File: src/rtl/mips_pipe_pkg.sv
// Shared types and constants for the MIPS pipeline MEM stage.
package mips_pipe_pkg;

  typedef enum logic {
    IDLE = 1'b0,
    BUSY = 1'b1
  } mem_state_e;

  localparam int          REG_ADDR_W = 5;
  localparam logic [31:0] POISON     = 32'hDEADBEEF;

endpackage

File: src/rtl/mem_wait_timer.sv
// Wait-cycle counter for an outstanding data-memory access.
// Clear has priority over enable; tc_o flags the last allowed wait cycle.
module mem_wait_timer #(
  parameter int LIMIT = 16
) (
  input  logic clk,
  input  logic rst,
  input  logic clr_i,
  input  logic en_i,
  output logic tc_o
);

  localparam int CW = $clog2(LIMIT + 1);

  logic [CW-1:0] cnt_q, cnt_d;

  always_comb begin
    cnt_d = cnt_q;
    if (clr_i)     cnt_d = '0;
    else if (en_i) cnt_d = cnt_q + 1'b1;
  end

  always_ff @(posedge clk or posedge rst) begin
    if (rst) cnt_q <= '0;
    else     cnt_q <= cnt_d;
  end

  assign tc_o = (cnt_q == CW'(LIMIT - 1));

endmodule

File: src/rtl/mem_stage.sv
// MEM pipeline stage: data-memory req/ack access, hazard stall and MEM/WB register bank.
// Optional access timeout with sticky error is enabled by defining MEM_TIMEOUT_EN.
module mem_stage
  import mips_pipe_pkg::*;
#(
  parameter int AW          = 32,
  parameter int DW          = 32,
  parameter int TIMEOUT_CYC = 16
) (
  input  logic                  clk,
  input  logic                  rst,
  input  logic                  EXMEM_M2R,
  input  logic                  EXMEM_RegWr,
  input  logic [AW-1:0]         EXMEM_aluout,
  input  logic [DW-1:0]         MEMData,
  input  logic [REG_ADDR_W-1:0] EXMEM_Rd,
  input  logic                  MemWr,
  input  logic                  MemR,
  output logic                  dm_req,
  output logic                  dm_we,
  output logic [AW-1:0]         dm_addr,
  output logic [DW-1:0]         dm_wdata,
  input  logic                  dm_ack,
  input  logic [DW-1:0]         dm_rdata,
  output logic                  stall,
  output logic                  MEMWB_RegWr,
  output logic                  MEMWB_M2R,
  output logic [DW-1:0]         MEMWB_aluout,
  output logic [DW-1:0]         MEMWB_rdata,
  output logic [REG_ADDR_W-1:0] MEMWB_Rd,
  output logic                  mem_err
);

  mem_state_e state_q;

  logic acc, is_load, tout, stall_int;

  logic                  regwr_q, regwr_d;
  logic                  m2r_q, m2r_d;
  logic [DW-1:0]         alu_q, alu_d;
  logic [DW-1:0]         rdata_q, rdata_d;
  logic [REG_ADDR_W-1:0] rd_q, rd_d;
  logic                  err_q, err_d;

  // A combined load+store is executed as a store only.
  assign acc     = MemR | MemWr;
  assign is_load = MemR & ~MemWr;

`ifdef MEM_TIMEOUT_EN
  logic tc;

  mem_wait_timer #(.LIMIT(TIMEOUT_CYC)) u_wait_timer (
    .clk   (clk),
    .rst   (rst),
    .clr_i (state_q == IDLE),
    .en_i  (state_q == BUSY),
    .tc_o  (tc)
  );

  assign tout = (state_q == BUSY) & acc & ~dm_ack & tc;
`else
  // No wait limit: the access stays pending until the memory acknowledges.
  assign tout = 1'b0 & (TIMEOUT_CYC > 0);
`endif

  assign stall_int = acc & ~dm_ack & ~tout;

  // Request and stall drop as soon as reset asserts, mid-access included.
  assign dm_req   = acc & ~rst;
  assign dm_we    = MemWr;
  assign dm_addr  = EXMEM_aluout;
  assign dm_wdata = MEMData;
  assign stall    = stall_int & ~rst;

  always_ff @(posedge clk or posedge rst) begin
    if (rst) begin
      state_q <= IDLE;
    end else begin
      case (state_q)
        IDLE:    if (acc && !dm_ack) state_q <= BUSY;
        BUSY:    if (dm_ack || tout || !acc) state_q <= IDLE;
        default: state_q <= IDLE;
      endcase
    end
  end

  // Stalled edges insert a bubble so WB never commits the same instruction twice.
  always_comb begin
    regwr_d = regwr_q;
    m2r_d   = m2r_q;
    alu_d   = alu_q;
    rdata_d = rdata_q;
    rd_d    = rd_q;
    err_d   = err_q;
    if (stall_int) begin
      regwr_d = 1'b0;
    end else begin
      regwr_d = EXMEM_RegWr & ~tout;
      m2r_d   = EXMEM_M2R;
      alu_d   = DW'(EXMEM_aluout);
      rd_d    = EXMEM_Rd;
      if (tout) begin
        rdata_d = DW'(POISON);
        err_d   = 1'b1;
      end else if (is_load) begin
        rdata_d = dm_rdata;
      end
    end
  end

  always_ff @(posedge clk or posedge rst) begin
    if (rst) begin
      regwr_q <= 1'b0;
      m2r_q   <= 1'b0;
      alu_q   <= '0;
      rdata_q <= '0;
      rd_q    <= '0;
      err_q   <= 1'b0;
    end else begin
      regwr_q <= regwr_d;
      m2r_q   <= m2r_d;
      alu_q   <= alu_d;
      rdata_q <= rdata_d;
      rd_q    <= rd_d;
      err_q   <= err_d;
    end
  end

  assign MEMWB_RegWr  = regwr_q;
  assign MEMWB_M2R    = m2r_q;
  assign MEMWB_aluout = alu_q;
  assign MEMWB_rdata  = rdata_q;
  assign MEMWB_Rd     = rd_q;
  assign mem_err      = err_q;

endmodule

File: config.mk
export PLATFORM = sky130hd
export DESIGN_NAME = mem_stage
export DESIGN_NICKNAME = d
export VERILOG_FILES = /design/src/rtl/mips_pipe_pkg.sv /design/src/rtl/mem_wait_timer.sv /design/src/rtl/mem_stage.sv
export SDC_FILE = /design/constraint.sdc
export NUM_CORES = 1
export LEC_CHECK = 0
export CAP_MARGIN = 10
export CORE_MARGIN = 5
export CORE_UTILIZATION = 31
export CTS_CLUSTER_SIZE = 16
export DETAILED_ROUTE_END_ITERATION = 8
export GPL_ROUTABILITY_DRIVEN = 0
export PLACE_DENSITY = 0.81
export RECOVER_POWER = 100
export SYNTH_ARGS = -nofsm -noshare
export SYNTH_HDL_FRONTEND = slang
export SYNTH_SLANG_ARGS = --single-unit
File: constraint.sdc
create_clock -name clk -period 2.3 [get_ports clk]
set_clock_uncertainty 0.2 [all_clocks]
set_input_delay 0.23 -clock clk [delete_from_list [all_inputs] [get_ports clk]]
set_output_delay 0.23 -clock clk [all_outputs]
set_load 0.005 [all_outputs]
==> results of run 1 <==
==> cell families (layout without fill, tap and decap cells) <==
family | count (synthesis) | in the layout
DFF | 71 | 71
muxes | 70 | 70
other | 1 | 1
buffers and inverters | 74 | 201
AOI/OAI and AO/OA | 1 | 1
and+or+nand+nor | 5 | 5
==> through the flow <==
stage | cell area (um2) | hold WS [ns] | setup slack, ns
5_1_grt | 4830 | 0.259 | 0.125
4_1_cts | 4890 | 0.162 | 0.278
3_3_place_gp | 4690 | 0.260 | 0.222
6_report | 4830 | 0.260 | 0.230
3_5_place_dp | 4690 | 0.260 | 0.192
2_1_floorplan | 3230 | 0.159 | 0.0734
==> metal layers <==
| metal | part of all wire, % | vias up |
|---|---|---|
| met5 | 0 | - |
| met3 | 10 | 30 |
| met1 | 32 | 1013 |
| li1 | - | 926 |
| met2 | 56 | 108 |
| met4 | 2.4 | 0 |
==> cell usage in the layout (no fill, tap or decap) <==
cell type	netlist	routed
dlygate4sd3_1	0	108
clkdlybuf4s50_1	0	73
dfrtp_1	71	71
mux2_2	61	61
clkbuf_8	0	10
mux2_1	0	9
clkinvlp_4	0	3
nor2_1	2	2
clkbuf_1	0	2
nand3b_2	0	1
o21bai_2	0	1
clkinv_1	0	1
nor3_1	1	1
and2_1	1	1
conb_1	1	1
clkinv_2	0	1
bufinv_16	0	1
clkbuf_4	0	1
buf_12	0	1
==> power breakdown <==
group	internal [mW]	switching, mW	leakage, nW
Clock	0.529	0.461	0.0916
Sequential	1.42	0.0782	0.835
Combinational	0.519	0.238	1.08
==> cell type report <==
type,count,area share (%)
clock buffers,11,2.93
well taps,136,3.53
repair buffers,184,38.2
clock inverters,5,1.19
multi-input cells,77,17.3
inverters,1,0.0778
flip-flops and latches,71,36.8
==> registers in the layout, indices dropped and copies added (netlist names) <==
register,cells
MEMWB_RegWr,1
MEMWB_aluout,32
MEMWB_Rd,5
MEMWB_M2R,1
MEMWB_rdata,32
==> how the worst max path moves through the flow <==
stage | start | end | slack (ns) | cells past startpoint
6_report | MemR | MEMWB_aluout[23] | 0.23 | 4
2_1_floorplan | rst | MEMWB_M2R | 0.07 | 1
5_1_grt | MemR | MEMWB_aluout[17] | 0.13 | 4
3_5_place_dp | MemR | MEMWB_aluout[26] | 0.19 | 4
3_3_place_gp | MemWr | MEMWB_aluout[28] | 0.22 | 4
4_1_cts | MemR | stall | 0.28 | 4
==> synth_stat cells <==
library cell	count	area (um2)
and2_1	1	6.26
mux2_4	9	135
buf_4	68	510
conb_1	1	3.75
dfrtp_1	71	1780
mux2_2	61	687
inv_1	1	3.75
nand3b_4	1	20.0
nor3_1	1	5.00
o21bai_4	1	18.8
nor2_1	2	7.51
buf_6	5	56.3
==> flow_metrics.py, run 1 <==
metrics = {
    "status": {
        "outcome": "finished, final reports clean",
    },
    "synth": {
        "yosys.area_share.simple_pct": 1.20,
        "yosys_register_bits": 71,
        "syn_nets": 330,
        "synth_area_per_cell_um2": 14.6,
        "synthesis.instances": 222,
        "synth_cell_types": 12,
        "synthMuxAreaShare_pct": 25.4,
        "yosys_warnings": 0,
        "synthAdderAreaFrac_pct": 0,
        "syn_area_um2": 3230,
        "synth-xor-area-share_pct": 0,
        "ys_seq_area_share_pct": 55.0,
        "synth_top_family_by_area": "multiplexers",
        "synth_compound_area_share_pct": 0.581,
    },
    "floorplan": {
        "placement_rows": 37,
        "die_height_um": 112,
        "initial_utilization_pct": 31.6,
        "die-area_um2": 12600,
        "dieWidth_um": 112,
        "core_um2": 10200,
        "io_pins": 247,
    },
    "global_routing": {
        "use_met2_pct": 23.5,
        "met3_usage_pct": 5.44,
        "busiest_layer": "met2",
        "grt_usage_pct": 12.7,
        "antenna_found_initial": 0,
        "grt_pass1_vias": 2456,
        "grt_pass1_wl_um": 12900,
        "grt_start_max_net_pins": 72,
        "use_met1_pct": 12.5,
        "grt-ovfl-total": 0,
    },
    "worst_setup_path": {
        "critical-path-top-delay-family": "buffers and inverters",
        "r2r-end": "MEMWB_aluout[3]",
        "r2r_start": "MEMWB_aluout[3]",
        "cp_num_buf_inv": 2,
        "r2r_slack_ns": 1.31,
        "crit_path_max_incr_delay_ns": 0.59,
        "path_class": "in2reg",
        "crit_chain": "dlygate4sd3_1, o21bai_2, clkbuf_1, mux2_2",
        "critPathMaxFanout": 10,
        "rr_worst_depth": 1,
        "start_kind": "primary input",
        "critPathArrivalTime_ns": 2.09,
        "endpoint_kind": "register",
        "cp.required_ns": 2.32,
        "cp_slowest_cell": "dlygate4sd3_1",
    },
    "clock_network": {
        "cts_tree": "yes",
        "cts_setup_buffers": 0,
        "cts_made_buffers": 9,
        "clkLatencyLatePin_ns": 0.33,
        "holdBufCountCts": 0,
        "clockBufferDepth": 2,
        "cts-htree-levels": 3,
        "root_buffer": "clkbuf_8",
        "clk_pin_slew_ns": 0.07,
        "cts.sinks": 71,
        "post_cts_resized": 0,
    },
    "timing": {
        "fin_crit_sh_pct": 90.0,
        "finalMaxSlewViolations": 0,
        "max_slew.worst_pin.slew_ns": 0.954,
        "fin_crit_ns": 2.07,
        "rsz0062_at_grt": "no",
        "setup_tns_ns": 0,
        "fmax_mhz": 483,
        "slew-limit-headroom_pct": 36.4,
        "hold_violations": 0,
        "setup_violations": 0,
    },
    "final_layout": {
        "stdcell_count": 485,
        "utilization_pct": 47.2,
        "diodes": 0,
        "syn_to_final_growth_pct": 49.4,
        "ff_latch_area_um2": 1780,
        "multi_input_area_um2": 833,
        "drive_gt1_share_pct": 22.9,
        "fillers": 925,
        "nNetsFinal": 452,
    },
    "min_path": {
        "hold_class": "in2out",
        "hp-start": "MEMData[19]",
        "whs_endpoint": "dm_wdata[19]",
        "whs_path_depth": 0,
    },
    "place": {
        "io_buffers": 181,
        "post-dp-hpwl_um": 6180,
        "dp.cells": 469,
    },
    "detailed_routing": {
        "via_per_inst": 4.28,
        "firstDrtPassIters": 4,
        "vias": 2077,
        "final_antenna_net_count": 0,
        "drc": 0,
        "drt_iter0_drc": 44,
        "wire_per_inst_um": 16.1,
        "routed_wl_um": 7820,
    },
    "job": {
        "cap_violations": 0,
    },
    "power": {
        "ir_drop_mv": 0.270,
        "finalPower_mw": 3.25,
        "cellPowerDensity_nw_per_um2": 673,
        "p_leak_nw": 2.00,
    },
}
Note: power is estimated with default switching activity, not from simulation.
==> run 2: changes to the inputs <==
--- a/config.mk
+++ b/config.mk
@@ -6,12 +6,14 @@
 export NUM_CORES = 1
 export LEC_CHECK = 0
 export CAP_MARGIN = 10
-export CORE_MARGIN = 5
-export CORE_UTILIZATION = 31
+export CORE_AREA = 5 5 93 95
+export CTS_CLUSTER_DIAMETER = 50
 export CTS_CLUSTER_SIZE = 16
 export DETAILED_ROUTE_END_ITERATION = 8
+export DIE_AREA = 0 0 98 100
+export DONT_BUFFER_PORTS = 1
 export GPL_ROUTABILITY_DRIVEN = 0
-export PLACE_DENSITY = 0.81
+export PLACE_DENSITY = 0.62
 export RECOVER_POWER = 100
 export SYNTH_ARGS = -nofsm -noshare
 export SYNTH_HDL_FRONTEND = slang
==> flow_metrics.py, run 2 (synthesis gave the netlist of run 1 again) <==
metrics = {
    "detailed_routing": {
        "vias": 1635,
        "routed_wl_um": 6650,
        "firstDrtPassIters": 2,
        "drc": 0,
        "wire_per_inst_um": 19.6,
        "drt_iter0_drc": 8,
        "final_antenna_net_count": 0,
        "via_per_inst": 4.81,
    },
    "worst_setup_path": {
        "start_kind": "primary input",
        "critPathMaxFanout": 39,
        "cp.required_ns": 2.32,
        "critPathArrivalTime_ns": 1.47,
        "path_class": "in2reg",
        "endpoint_kind": "register",
        "crit_path_max_incr_delay_ns": 0.70,
        "crit_chain": "o21bai_2, clkbuf_2, mux2_2",
        "crit_start": "MemWr",
        "r2r_start": "MEMWB_aluout[1]",
        "cp_slowest_cell": "clkbuf_2",
    },
    "floorplan": {
        "io_pins": 247,
        "initial_utilization_pct": 42.2,
        "die-area_um2": 9800,
        "die_height_um": 100,
        "dieWidth_um": 98,
        "placement_rows": 32,
        "core_um2": 7650,
    },
    "timing": {
        "finalMaxSlewViolations": 0,
        "setup_tns_ns": 0,
        "fin_crit_ns": 1.45,
        "rsz0062_at_grt": "no",
        "setup_violations": 0,
        "slew-limit-headroom_pct": 40.3,
        "max_slew.worst_pin.slew_ns": 0.896,
        "hold_violations": 0,
        "timing.hold.ws_ns": 0.260,
        "fmax_mhz": 688,
        "fin_crit_sh_pct": 63.2,
    },
    "global_routing": {
        "grt_pass1_vias": 1921,
        "grt_pass1_wl_um": 10600,
        "antenna_found_initial": 0,
        "grt_usage_pct": 13.8,
        "grt-ovfl-total": 0,
        "grt_start_max_net_pins": 41,
    },
    "clock_network": {
        "post_cts_resized": 0,
        "cts_made_buffers": 9,
        "cts_setup_buffers": 0,
        "cts.sinks": 71,
        "cts_tree": "yes",
        "clkLatencyLatePin_ns": 0.33,
        "clk_pin_slew_ns": 0.07,
        "root_buffer": "clkbuf_8",
        "clockBufferDepth": 2,
        "cts-htree-levels": 3,
    },
    "final_layout": {
        "mostFrequentLayoutCell": "dlygate4sd3_1",
        "syn_to_final_growth_pct": 14.3,
        "diodes": 0,
        "nNetsFinal": 342,
        "final_cell_mix": "dlygate4sd3_1, dfrtp_1, mux2_2, clkbuf_8, mux2_1",
        "drive_gt1_share_pct": 34.0,
    },
    "power": {
        "ir_drop_mv": 0.328,
        "cellPowerDensity_nw_per_um2": 779,
        "p_leak_nw": 1.57,
    },
    "job": {
        "cap_violations": 0,
    },
    "place": {
        "io_buffers": 0,
        "post-dp-hpwl_um": 4700,
    },
    "min_path": {
        "hp-start": "EXMEM_aluout[6]",
        "hold_class": "in2out",
    },
    "status": {
        "outcome": "finished, final reports clean",
    },
}
run 2: cell count changes in the layout (fill, tap and decap cells not counted), sizes merged:
cell / previous run / this run
clkinvlp: 3 / 2
dlygate4sd3: 108 / 72
clkbuf: 13 / 11
clkdlybuf4s50: 73 / 0
inv: 0 / 1
run 2: path summary, 6_finish.rpt:
kind / endpoint / slack (ns) / cells after the start
setup / recovery: MEMWB_Rd[3] / 0.85 / 3
hold / removal: dm_addr[6] / 0.26 / 0
setup reg to reg: MEMWB_aluout[1] / 1.28 / 1
hold reg to reg: MEMWB_aluout[8] / 0.32 / 1
max in group asynchronous: MEMWB_aluout[3] / 0.98 / 3
min in group asynchronous: MEMWB_rdata[8] / 0.28 / 2
run 2: what timing repair did:
item                                    CTS  global route
endpoints found under the setup margin    0             0
endpoints found under the hold margin   102             0
hold buffers                             72             0
run 2: metrics by stage:
step	power, mW	std cells	setup slack, ns	instance area (um2)	util (%)
finish	2.88	340	0.846	3690	48.3
global route	3.02	340	0.774	3690	48.3
CTS	2.95	340	0.919	3740	48.9
detailed placement	1.86	253	0.764	2820	36.9
global placement	1.83	253	0.813	2820	36.9
floorplan	1.87	222	0.0734	3230	-
run 2: per-layer routing:
| metal | track usage (%) | share of wire [%] | wire length, um |
|---|---|---|---|
| met1 | 13.0 | 32 | 2110 |
| met2 | 24.1 | 53 | 3510 |
| met3 | 6.81 | 12 | 801 |
| met4 | 8.20 | 3.4 | 227 |
| met5 | 0 | 0 | 0 |
run 2: final cells by class:
| type | instances | area [um2] |
|---|---|---|
| clock buffers | 10 | 138 |
| clock inverters | 5 | 58.8 |
| fillers | 681 | 3960 |
| inverters | 1 | 3.75 |
| multi-input cells | 77 | 842 |
| flip-flops and latches | 71 | 1780 |
| well taps | 102 | 128 |
| repair buffers | 74 | 746 |
run 2: worst max-delay path: cells and delay by family:
family / cells / cell delay, ns
buffers and inverters: 1 / 0.70
multiplexers: 1 / 0.42
AO/OA/AOI/OAI: 1 / 0.10
run 2: power by group:
part / total (mW) / internal [mW] / leakage [nW] / switching [mW]
Combinational: 0.340 / 0.229 / 0.640 / 0.111
Clock: 0.969 / 0.524 / 0.0944 / 0.445
Sequential: 1.57 / 1.42 / 0.835 / 0.142
Total: 2.88 / 2.18 / 1.57 / 0.698
==> run 3: changes to the inputs <==
--- a/config.mk
+++ b/config.mk
@@ -13,7 +13,7 @@
 export DIE_AREA = 0 0 98 100
 export DONT_BUFFER_PORTS = 1
 export GPL_ROUTABILITY_DRIVEN = 0
-export PLACE_DENSITY = 0.62
+export PLACE_DENSITY = 0.6
 export RECOVER_POWER = 100
 export SYNTH_ARGS = -nofsm -noshare
 export SYNTH_HDL_FRONTEND = slang
==> constraint.sdc (replaced) <==
create_clock -name clk -period 1.4 [get_ports clk]
set_clock_uncertainty 0.2 [all_clocks]
set_input_delay 0.14 -clock clk [delete_from_list [all_inputs] [get_ports clk]]
set_output_delay 0.14 -clock clk [all_outputs]
set_load 0.005 [all_outputs]
==> flow_metrics.py, run 3 (synthesis gave the netlist of run 1 again) <==
metrics = {
    "status": {
        "outcome": "finished, final reports clean",
    },
    "detailed_routing": {
        "routed_wl_um": 6740,
        "drt_iter0_drc": 14,
        "drc": 0,
        "firstDrtPassIters": 3,
        "via_per_inst": 4.78,
        "final_antenna_net_count": 0,
        "vias": 1643,
        "wire_per_inst_um": 19.6,
    },
    "final_layout": {
        "ff_latch_area_um2": 1780,
        "nNetsFinal": 345,
        "final_cell_mix": "dlygate4sd3_1, dfrtp_1, mux2_2, clkbuf_8, mux2_1",
        "mostFrequentLayoutCell": "dlygate4sd3_1",
        "stdcell_count": 344,
        "diodes": 0,
        "drive_gt1_share_pct": 34.3,
        "utilization_pct": 49.0,
        "syn_to_final_growth_pct": 16.1,
        "fillers": 649,
        "finalInstanceArea_um2": 3750,
        "multi_input_area_um2": 853,
    },
    "timing": {
        "layout_setup_ws_ns": 0.243,
        "hold_violations": 0,
        "setup_violations": 0,
        "slew-limit-headroom_pct": 58.9,
        "rsz0062_at_grt": "no",
        "max_slew.worst_pin.slew_ns": 0.617,
        "finalMaxSlewViolations": 0,
        "fin_crit_ns": 1.16,
        "fmax_mhz": 864,
        "setup_tns_ns": 0,
        "fin_crit_sh_pct": 82.6,
    },
    "clock_network": {
        "post_cts_resized": 0,
        "clk_pin_slew_ns": 0.08,
        "cts_setup_buffers": 0,
        "holdBufCountCts": 73,
        "cts_tree": "yes",
        "root_buffer": "clkbuf_8",
        "cts.sinks": 71,
        "clockBufferDepth": 2,
        "cts_made_buffers": 9,
        "clkLatencyLatePin_ns": 0.33,
        "cts-htree-levels": 3,
    },
    "power": {
        "ir_drop_mv": 0.490,
        "cellPowerDensity_nw_per_um2": 1270,
        "p_leak_nw": 1.60,
    },
    "global_routing": {
        "grt_start_max_net_pins": 72,
        "grt_pass1_vias": 1964,
        "grt_usage_pct": 14.3,
        "grt_pass1_wl_um": 10900,
        "antenna_found_initial": 0,
        "grt-ovfl-total": 0,
    },
    "worst_setup_path": {
        "rr_worst_depth": 1,
        "cp.required_ns": 1.42,
        "endpoint_kind": "register",
        "path_class": "in2reg",
        "critPathArrivalTime_ns": 1.18,
        "r2r-end": "MEMWB_aluout[5]",
        "r2r_start": "MEMWB_aluout[5]",
        "start_kind": "primary input",
        "critPathMaxFanout": 3,
        "r2r_slack_ns": 0.38,
    },
    "min_path": {
        "whs_path_depth": 3,
        "whs_endpoint": "MEMWB_RegWr",
        "hp-start": "MemR",
        "hold_class": "in2reg",
    },
    "floorplan": {
        "core_um2": 7650,
        "initial_utilization_pct": 42.2,
        "io_pins": 247,
        "placement_rows": 32,
        "dieWidth_um": 98,
        "die_height_um": 100,
        "die-area_um2": 9800,
    },
    "place": {
        "placed_area_um2": 2860,
        "dp.cells": 255,
        "io_buffers": 0,
        "post-dp-hpwl_um": 4420,
        "dp_slack_ns": 0.127,
    },
    "job": {
        "cap_violations": 0,
    },
}
==> run 3: report_power, final <==
part	switching (mW)	internal [mW]	total (mW)
combinational	0.186	0.389	0.575
clock	0.735	0.872	1.61
sequential	0.238	2.34	2.58
==> run 3: cell type report <==
cell class / instances / area share, %
Sequential cell: 71 / 47.4
Multi-Input combinational cell: 77 / 22.8
Timing Repair Buffer: 77 / 21.0
Clock buffer: 11 / 3.77
Tap cell: 102 / 3.40
Clock inverter: 5 / 1.53
Inverter: 1 / 0.200
==> run 3: metrics by stage <==
stage,power [mW],hold WS (ns)
after floorplan,3.08,0.0686
after global placement,3.04,-0.0671
after detailed placement,3.07,-0.0717
after CTS,4.88,0.0293
after global routing,5.03,0.0509
final,4.76,0.0662
==> run 3: worst max-delay path by stage <==
| stage | from | slack [ns] | cells after the start | to |
|---|---|---|---|---|
| finish | dm_ack | 0.24 | 3 | MEMWB_aluout[8] |
| global route | rst | 0.15 | 3 | MEMWB_rdata[23] |
| CTS | dm_ack | 0.27 | 3 | MEMWB_aluout[8] |
| detailed placement | MemWr | 0.13 | 3 | MEMWB_Rd[1] |
| global placement | MemWr | 0.18 | 3 | MEMWB_aluout[29] |
| floorplan | MemWr | 0.19 | 4 | MEMWB_aluout[0] |
==> run 3: per-layer routing <==
metal  wire length [um]  vias up  GRT usage [%]
met5                  0        -              0
met1               2150      808           14.3
met4                163        0           6.82
li1                   -      708              -
met3                667       23           6.25
met2               3760      104           25.6
==> run 3: critical path, cell delays in order <==
cell and delay, ns:
o21bai_4 0.16, dlygate4sd3_1 0.58, mux2_4 0.30
